<file path="config.mk">
export PLATFORM = sky130hd
export DESIGN_NAME = uart_msg_framer
export DESIGN_NICKNAME = d
export VERILOG_FILES = /design/src/rtl/uart_pkg.sv /design/src/rtl/msg_fifo.sv /design/src/rtl/uart_msg_framer.sv
export SDC_FILE = /design/constraint.sdc
export NUM_CORES = 1
export LEC_CHECK = 0
export BUFFER_PORTS_ARGS = -buffer_cell sky130_fd_sc_hd__buf_2
export CORE_MARGIN = 2
export CORE_UTILIZATION = 30
export DETAILED_ROUTE_END_ITERATION = 7
export GPL_ROUTABILITY_DRIVEN = 0
export PLACE_DENSITY = 0.45
export SLEW_MARGIN = 10
export SYNTH_ARGS = -nofsm -noshare
export SYNTH_HDL_FRONTEND = slang
export SYNTH_SLANG_ARGS = --single-unit
</file>
<file path="constraint.sdc">
create_clock -name clk -period 6.95 [get_ports clk]
set_input_delay 0.3475 -clock clk [delete_from_list [all_inputs] [get_ports clk]]
set_output_delay 0.3475 -clock clk [all_outputs]
set_load 0.01 [all_outputs]
</file>
<file path="src/rtl/uart_pkg.sv">
// Shared types for the UART message framer: FSM state encoding, request record
// and the default frame header.
package uart_pkg;

   typedef enum logic [2:0] {
      ST_IDLE,
      ST_HDR,
      ST_CMD,
      ST_ARG_HI,
      ST_ARG_LO,
      ST_CSUM,
      ST_GAP
   } state_t;

   localparam logic [7:0] DEFAULT_HEADER = 8'hAA;

   typedef struct packed {
      logic [7:0]  cmd;
      logic [15:0] arg;
   } req_t;

   localparam int REQ_W = $bits(req_t);

   // Checksum covers the payload only; the header byte is excluded.
   function automatic logic [7:0] frame_csum(input req_t r);
      return r.cmd ^ r.arg[15:8] ^ r.arg[7:0];
   endfunction

endpackage

</file>
<file path="src/rtl/msg_fifo.sv">
// Synchronous FIFO with occupancy count; read data is presented combinationally
// from the head entry. Pushes while full and pops while empty are ignored.
module msg_fifo #(
   parameter int WIDTH = 24,
   parameter int DEPTH = 4
) (
   input  logic                     clk,
   input  logic                     rst,
   input  logic                     push,
   input  logic                     pop,
   input  logic [WIDTH-1:0]         din,
   output logic [WIDTH-1:0]         dout,
   output logic                     full,
   output logic                     empty,
   output logic [$clog2(DEPTH):0]   count
);

   localparam int AW = $clog2(DEPTH);
   localparam logic [AW:0] COUNT_FULL = (AW + 1)'(DEPTH);

   logic [WIDTH-1:0] mem [DEPTH];
   logic [AW-1:0]    wr_ptr;
   logic [AW-1:0]    rd_ptr;
   logic             do_push;
   logic             do_pop;

   assign do_push = push && !full;
   assign do_pop  = pop && !empty;

   // NOTE: state registers use non-blocking assignments so every flop samples
   // pre-edge values regardless of statement order.
   always_ff @(posedge clk) begin
      if (!rst) begin
         wr_ptr <= '0;
         rd_ptr <= '0;
         count  <= '0;
      end else begin
         if (do_push) wr_ptr <= wr_ptr + 1'b1;
         if (do_pop)  rd_ptr <= rd_ptr + 1'b1;
         case ({do_push, do_pop})
            2'b10:   count <= count + 1'b1;
            2'b01:   count <= count - 1'b1;
            default: count <= count;
         endcase
      end
   end

   // NOTE: storage is deliberately not reset; entries are only read after
   // being written, and an unreset array maps onto plain RAM/register files.
   always_ff @(posedge clk) begin
      if (do_push) mem[wr_ptr] <= din;
   end

   assign dout  = mem[rd_ptr];
   assign full  = (count == COUNT_FULL);
   assign empty = (count == '0);

endmodule

</file>
<file path="src/rtl/uart_msg_framer.sv">
// Turns buffered {cmd, arg} requests into HEADER/cmd/arg_hi/arg_lo/csum byte
// frames for a uart_tx, with a fixed idle gap between frames.
module uart_msg_framer
   import uart_pkg::*;
#(
   parameter logic [7:0] HEADER     = DEFAULT_HEADER,
   parameter int         FIFO_DEPTH = 4,
   parameter int         GAP_CYCLES = 16
) (
   input  logic        clk,
   input  logic        rst,
   input  logic        req_valid,
   output logic        req_ready,
   input  logic [7:0]  req_cmd,
   input  logic [15:0] req_arg,
   output logic [7:0]  byte_data,
   output logic        byte_valid,
   input  logic        byte_ready,
   output logic        busy,
   output logic        frame_done
);

   localparam int              CW         = $clog2(FIFO_DEPTH) + 1;
   localparam logic [CW-1:0]   COUNT_FULL = CW'(FIFO_DEPTH);
   localparam int              GAP_W      = (GAP_CYCLES > 1) ? $clog2(GAP_CYCLES) : 1;
   localparam logic [GAP_W-1:0] GAP_LOAD  = (GAP_CYCLES > 0) ? GAP_W'(GAP_CYCLES - 1) : GAP_W'(0);

   state_t           state;
   state_t           state_next;
   req_t             frame_q;
   req_t             req_in;
   logic [GAP_W-1:0] gap_cnt;
   logic             done_q;

   logic [REQ_W-1:0] fifo_dout;
   logic             fifo_full;
   logic             fifo_empty;
   logic [CW-1:0]    fifo_count;
   logic             fifo_push;
   logic             fifo_pop;
   logic             byte_xfer;
   logic             csum_xfer;

   assign req_in     = '{cmd: req_cmd, arg: req_arg};
   assign req_ready  = (fifo_count != COUNT_FULL);
   assign fifo_push  = req_valid && !fifo_full;
   assign fifo_pop   = (state == ST_IDLE) && !fifo_empty;
   assign byte_xfer  = byte_valid && byte_ready;
   assign csum_xfer  = (state == ST_CSUM) && byte_xfer;
   assign frame_done = done_q;

   msg_fifo #(
      .WIDTH (REQ_W),
      .DEPTH (FIFO_DEPTH)
   ) u_fifo (
      .clk   (clk),
      .rst   (rst),
      .push  (fifo_push),
      .pop   (fifo_pop),
      .din   (req_in),
      .dout  (fifo_dout),
      .full  (fifo_full),
      .empty (fifo_empty),
      .count (fifo_count)
   );

   always_ff @(posedge clk) begin
      if (!rst) state <= ST_IDLE;
      else      state <= state_next;
   end

   // Frame register, gap timer and the one-cycle completion pulse.
   always_ff @(posedge clk) begin
      if (!rst) begin
         frame_q <= '0;
         gap_cnt <= '0;
         done_q  <= 1'b0;
      end else begin
         done_q <= csum_xfer;
         if (fifo_pop) frame_q <= req_t'(fifo_dout);
         if (csum_xfer)                              gap_cnt <= GAP_LOAD;
         else if (state == ST_GAP && gap_cnt != '0)  gap_cnt <= gap_cnt - 1'b1;
      end
   end

   // NOTE: every combinational output gets a default before the case so no
   // path leaves it unassigned, which would otherwise infer a latch.
   always_comb begin
      state_next = state;
      case (state)
         ST_IDLE:   if (!fifo_empty) state_next = ST_HDR;
         ST_HDR:    if (byte_xfer)   state_next = ST_CMD;
         ST_CMD:    if (byte_xfer)   state_next = ST_ARG_HI;
         ST_ARG_HI: if (byte_xfer)   state_next = ST_ARG_LO;
         ST_ARG_LO: if (byte_xfer)   state_next = ST_CSUM;
         ST_CSUM:   if (byte_xfer)   state_next = (GAP_CYCLES == 0) ? ST_IDLE : ST_GAP;
         ST_GAP:    if (gap_cnt == '0) state_next = ST_IDLE;
         default:   state_next = ST_IDLE;
      endcase
   end

   always_comb begin
      byte_valid = 1'b0;
      byte_data  = 8'h00;
      busy       = (state != ST_IDLE);
      case (state)
         ST_HDR: begin
            byte_valid = 1'b1;
            byte_data  = HEADER;
         end
         ST_CMD: begin
            byte_valid = 1'b1;
            byte_data  = frame_q.cmd;
         end
         ST_ARG_HI: begin
            byte_valid = 1'b1;
            byte_data  = frame_q.arg[15:8];
         end
         ST_ARG_LO: begin
            byte_valid = 1'b1;
            byte_data  = frame_q.arg[7:0];
         end
         ST_CSUM: begin
            byte_valid = 1'b1;
            byte_data  = frame_csum(frame_q);
         end
         default: ;
      endcase
   end

endmodule

</file>
==> results.txt <==
Element type at the critical path start -> flop
Initial Util -> 0.307
Worst Setup End Kind -> flop
Die H -> 140 um
Max Cap Viol -> 0
Final Hold Fails -> 0
Global-route wire length before repair -> 17.2 mm
Critical path arrival -> 3450 ps
Vias in the first global route -> 3083
Num ports -> 40
Fin crit period -> 3120 ps
Clock slew at reported path FFs -> 60 ps
Unrepaired setup endpoints after global routing -> no
R2r setup slk -> 3830 ps
Net count of the mapped netlist -> 396
H-Tree Level Count -> 4
Layout cell share with drive strength beyond 1 -> 0.255
Worst Skew -> 6.49 ps
DRC errors left -> 2
Fin crit share -> 0.448
Power Dens Cells -> 389 nW/um^2
N_diodes -> 0
Post-Syn Area -> 5560 sq um
Final WS setup -> 3830 ps
Final TNS setup -> 0 ps
Worst EP required -> 7290 ps
Number of DRC markers in iteration 0 -> 191
Failing checks -> design-rule violations
Initial antenna violation count -> 0
Vias -> 3068
Antenna Nets Post-Route -> 0
Post-synth top area share -> 0.519
#FFs+latches synth -> 135
Syn Inst Count -> 361
Hold Path Cell Cnt -> 1
Largest net degree at the start of global routing -> 39
VDD IR max -> 0.157 mV
Critical Setup Path Class -> reg -> reg
PortBufs -> 39
Post-synth top area cell -> edfxtp_1
Crit path buf inv count -> 1
Setup WS pre-CTS -> 3810 ps
Worst Path Max Fanout -> 28
Reg2reg end -> u_fifo.count[2]$_SDFFE_PN0P_
Final #Nets -> 434
CTS tree -> yes
Worst r2r src -> state[0]$_SDFFE_PN0P_
Cell chain of the critical path -> or3_4 -> nor2_4 -> ha_1 -> inv_1 -> fa_1 -> xor2_1 -> or3_1 -> a21boi_0
Crit path largest cell delay -> 570 ps
Setup violations, final -> 0
Number of setup buffers added after CTS -> 0
Core Rows -> 49
Fmax -> 321 MHz
Hold buffers post-CTS -> 0
Yosys warning count -> 0
Via-to-Cell Ratio -> 4.79
# fillers -> 1718
Syn avg cell area -> 15.4 sq um
Cell family with most CP delay -> simple AND/OR/NAND/NOR gates
Final Non-Filler Cells -> 641
Post-Layout Inst Area -> 6500 sq um
DP Area -> 5930 sq um
Die area -> 19600 sq um
CTS-repair resized insts -> 0
Gr usage total -> 0.119
Worst hold path class -> in -> reg
Slowest cell on the critical path -> nor2_4
Top post-synthesis cells by area -> edfxtp_1 52%, dfxtp_1 14%, mux4_2 9.7%, o2bb2ai_1 3.3%, nand2_1 2.4%
R2R cell count -> 8
Area grow syn2layout -> 17.0%
Worst Max-Slew Pin Slew -> 1020 ps
Clock tree sinks -> 135
Final Slew Violations -> 0
Average wire per standard cell -> 17.0 um
Core Region -> 18100 sq um
Cell count after placement -> 609
TritonCTS Buffers -> 17
Hold Path End -> u_fifo.mem[3][19]$_DFFE_PP_
Yosys cell types -> 45
Status -> finished with violations
Hold Crit Start -> req_cmd[3]
Total gr overflow -> 0
LEAKAGE -> 2.17 nW
HPWL after DPL -> 6.88 mm
Clk_lat worst skew -> 410 ps
Root Driver -> clkbuf_16
Rel. slew slack -> 0.317
Initial DRT Pass Iterations -> 8
Die Width -> 140 um
Final wirelength -> 10.9 mm
Sequential area share after synthesis -> 0.659
Clk buf depth -> 2
==> cell families after synthesis <==
family | Yosys count | synth area share
multiplexers | 32 | 0.112
AO/OA/AOI/OAI | 62 | 0.0880
flip-flops | 135 | 0.659
buffers and inverters | 32 | 0.0288
AND/OR/NAND/NOR | 78 | 0.0714
XOR/XNOR | 15 | 0.0236
adder cells (fa/ha/maj) | 7 | 0.0171
==> power by group <==
group          internal (mW)  switching, mW  total, mW  leakage [nW]
registers               1.01          0.134       1.14          1.20
logic                  0.262          0.268      0.530         0.696
clock network          0.524          0.329      0.853         0.270
==> synthesized netlist by cell type (all sizes together) <==
master,n
mux2i,7
a21oi,3
dfxtp,39
o22ai,7
nor2,11
nand2b,4
o221ai,1
a22oi,4
and2,7
nor4,1
o21a,2
nor2b,3
xor2,3
nand3b,2
xnor2,12
nor3,4
edfxtp,96
nand2,36
or3b,1
o211a,1
and3,4
a41oi,1
o311a,1
mux4,24
a211oi,2
inv,11
a21o,1
o21ai,8
nor3b,2
a2bb2oi,3
or3,3
buf,11
mux2,1
clkbuf,10
o2bb2ai,24
a21boi,4
ha,6
fa,1
==> layout make-up <==
type	count	area (sq um)	area share
timing repair buffer	40	203	0.0312
clock buffer	19	433	0.0666
inverter	11	41.3	0.00635
clock inverter	13	133	0.0204
multi-input combinational	194	1740	0.268
tap	229	287	0.0441
sequential	135	3660	0.564
==> routing by layer <==
metal  global-route usage  share of wire  vias up
met5                    0              0        -
met4               0.0463          0.015        0
met3               0.0448          0.040       13
met2                0.192           0.51       50
met1                0.145           0.44     1541
li1                     -              -     1464
==> sequential cells by signal, indices dropped and copies added (netlist names) <==
name / count
u_fifo.mem: 96
frame_q: 24
u_fifo.count: 3
u_fifo.wr_ptr: 2
frame_done: 1
u_fifo.rd_ptr: 2
state: 3
gap_cnt: 4
==> through the flow <==
stage                     hold WS (ps)   util  total power, mW
after floorplan                    446      -             1.55
after global placement             467  0.328             1.69
after detailed placement           479  0.328             1.71
after CTS                          122  0.359             2.57
after global routing               131  0.359             2.66
final                              146  0.359             2.53
==> cell usage in the layout, fill, tap and decap left out, types with 6 or more instances in the layout <==
master | Yosys | layout
edfxtp_1 | 96 | 96
mux2i_1 | 7 | 7
ha_1 | 6 | 6
xnor2_1 | 12 | 12
o2bb2ai_1 | 21 | 21
nand2_1 | 36 | 36
nor2_1 | 10 | 10
buf_2 | 5 | 39
and2_1 | 7 | 7
inv_1 | 11 | 11
clkbuf_16 | 0 | 17
dfxtp_1 | 39 | 38
mux4_2 | 24 | 24
o21ai_0 | 8 | 8
o22ai_1 | 7 | 7
==> how the worst max path moves through the flow <==
stage | startpoint | to | cells past startpoint | slack (ps)
final | state[0]$_SDFFE_PN0P_ | u_fifo.count[2]$_SDFFE_PN0P_ | 8 | 3830
after global routing | state[2]$_SDFFE_PN0P_ | u_fifo.count[2]$_SDFFE_PN0P_ | 8 | 3630
after CTS | state[2]$_SDFFE_PN0P_ | u_fifo.count[2]$_SDFFE_PN0P_ | 8 | 3800
after detailed placement | state[2]$_SDFFE_PN0P_ | u_fifo.count[2]$_SDFFE_PN0P_ | 8 | 3810
after global placement | state[2]$_SDFFE_PN0P_ | u_fifo.count[2]$_SDFFE_PN0P_ | 8 | 3950
after floorplan | state[2]$_SDFFE_PN0P_ | u_fifo.count[2]$_SDFFE_PN0P_ | 11 | 4390
Note: power is estimated with default switching activity, not from simulation.
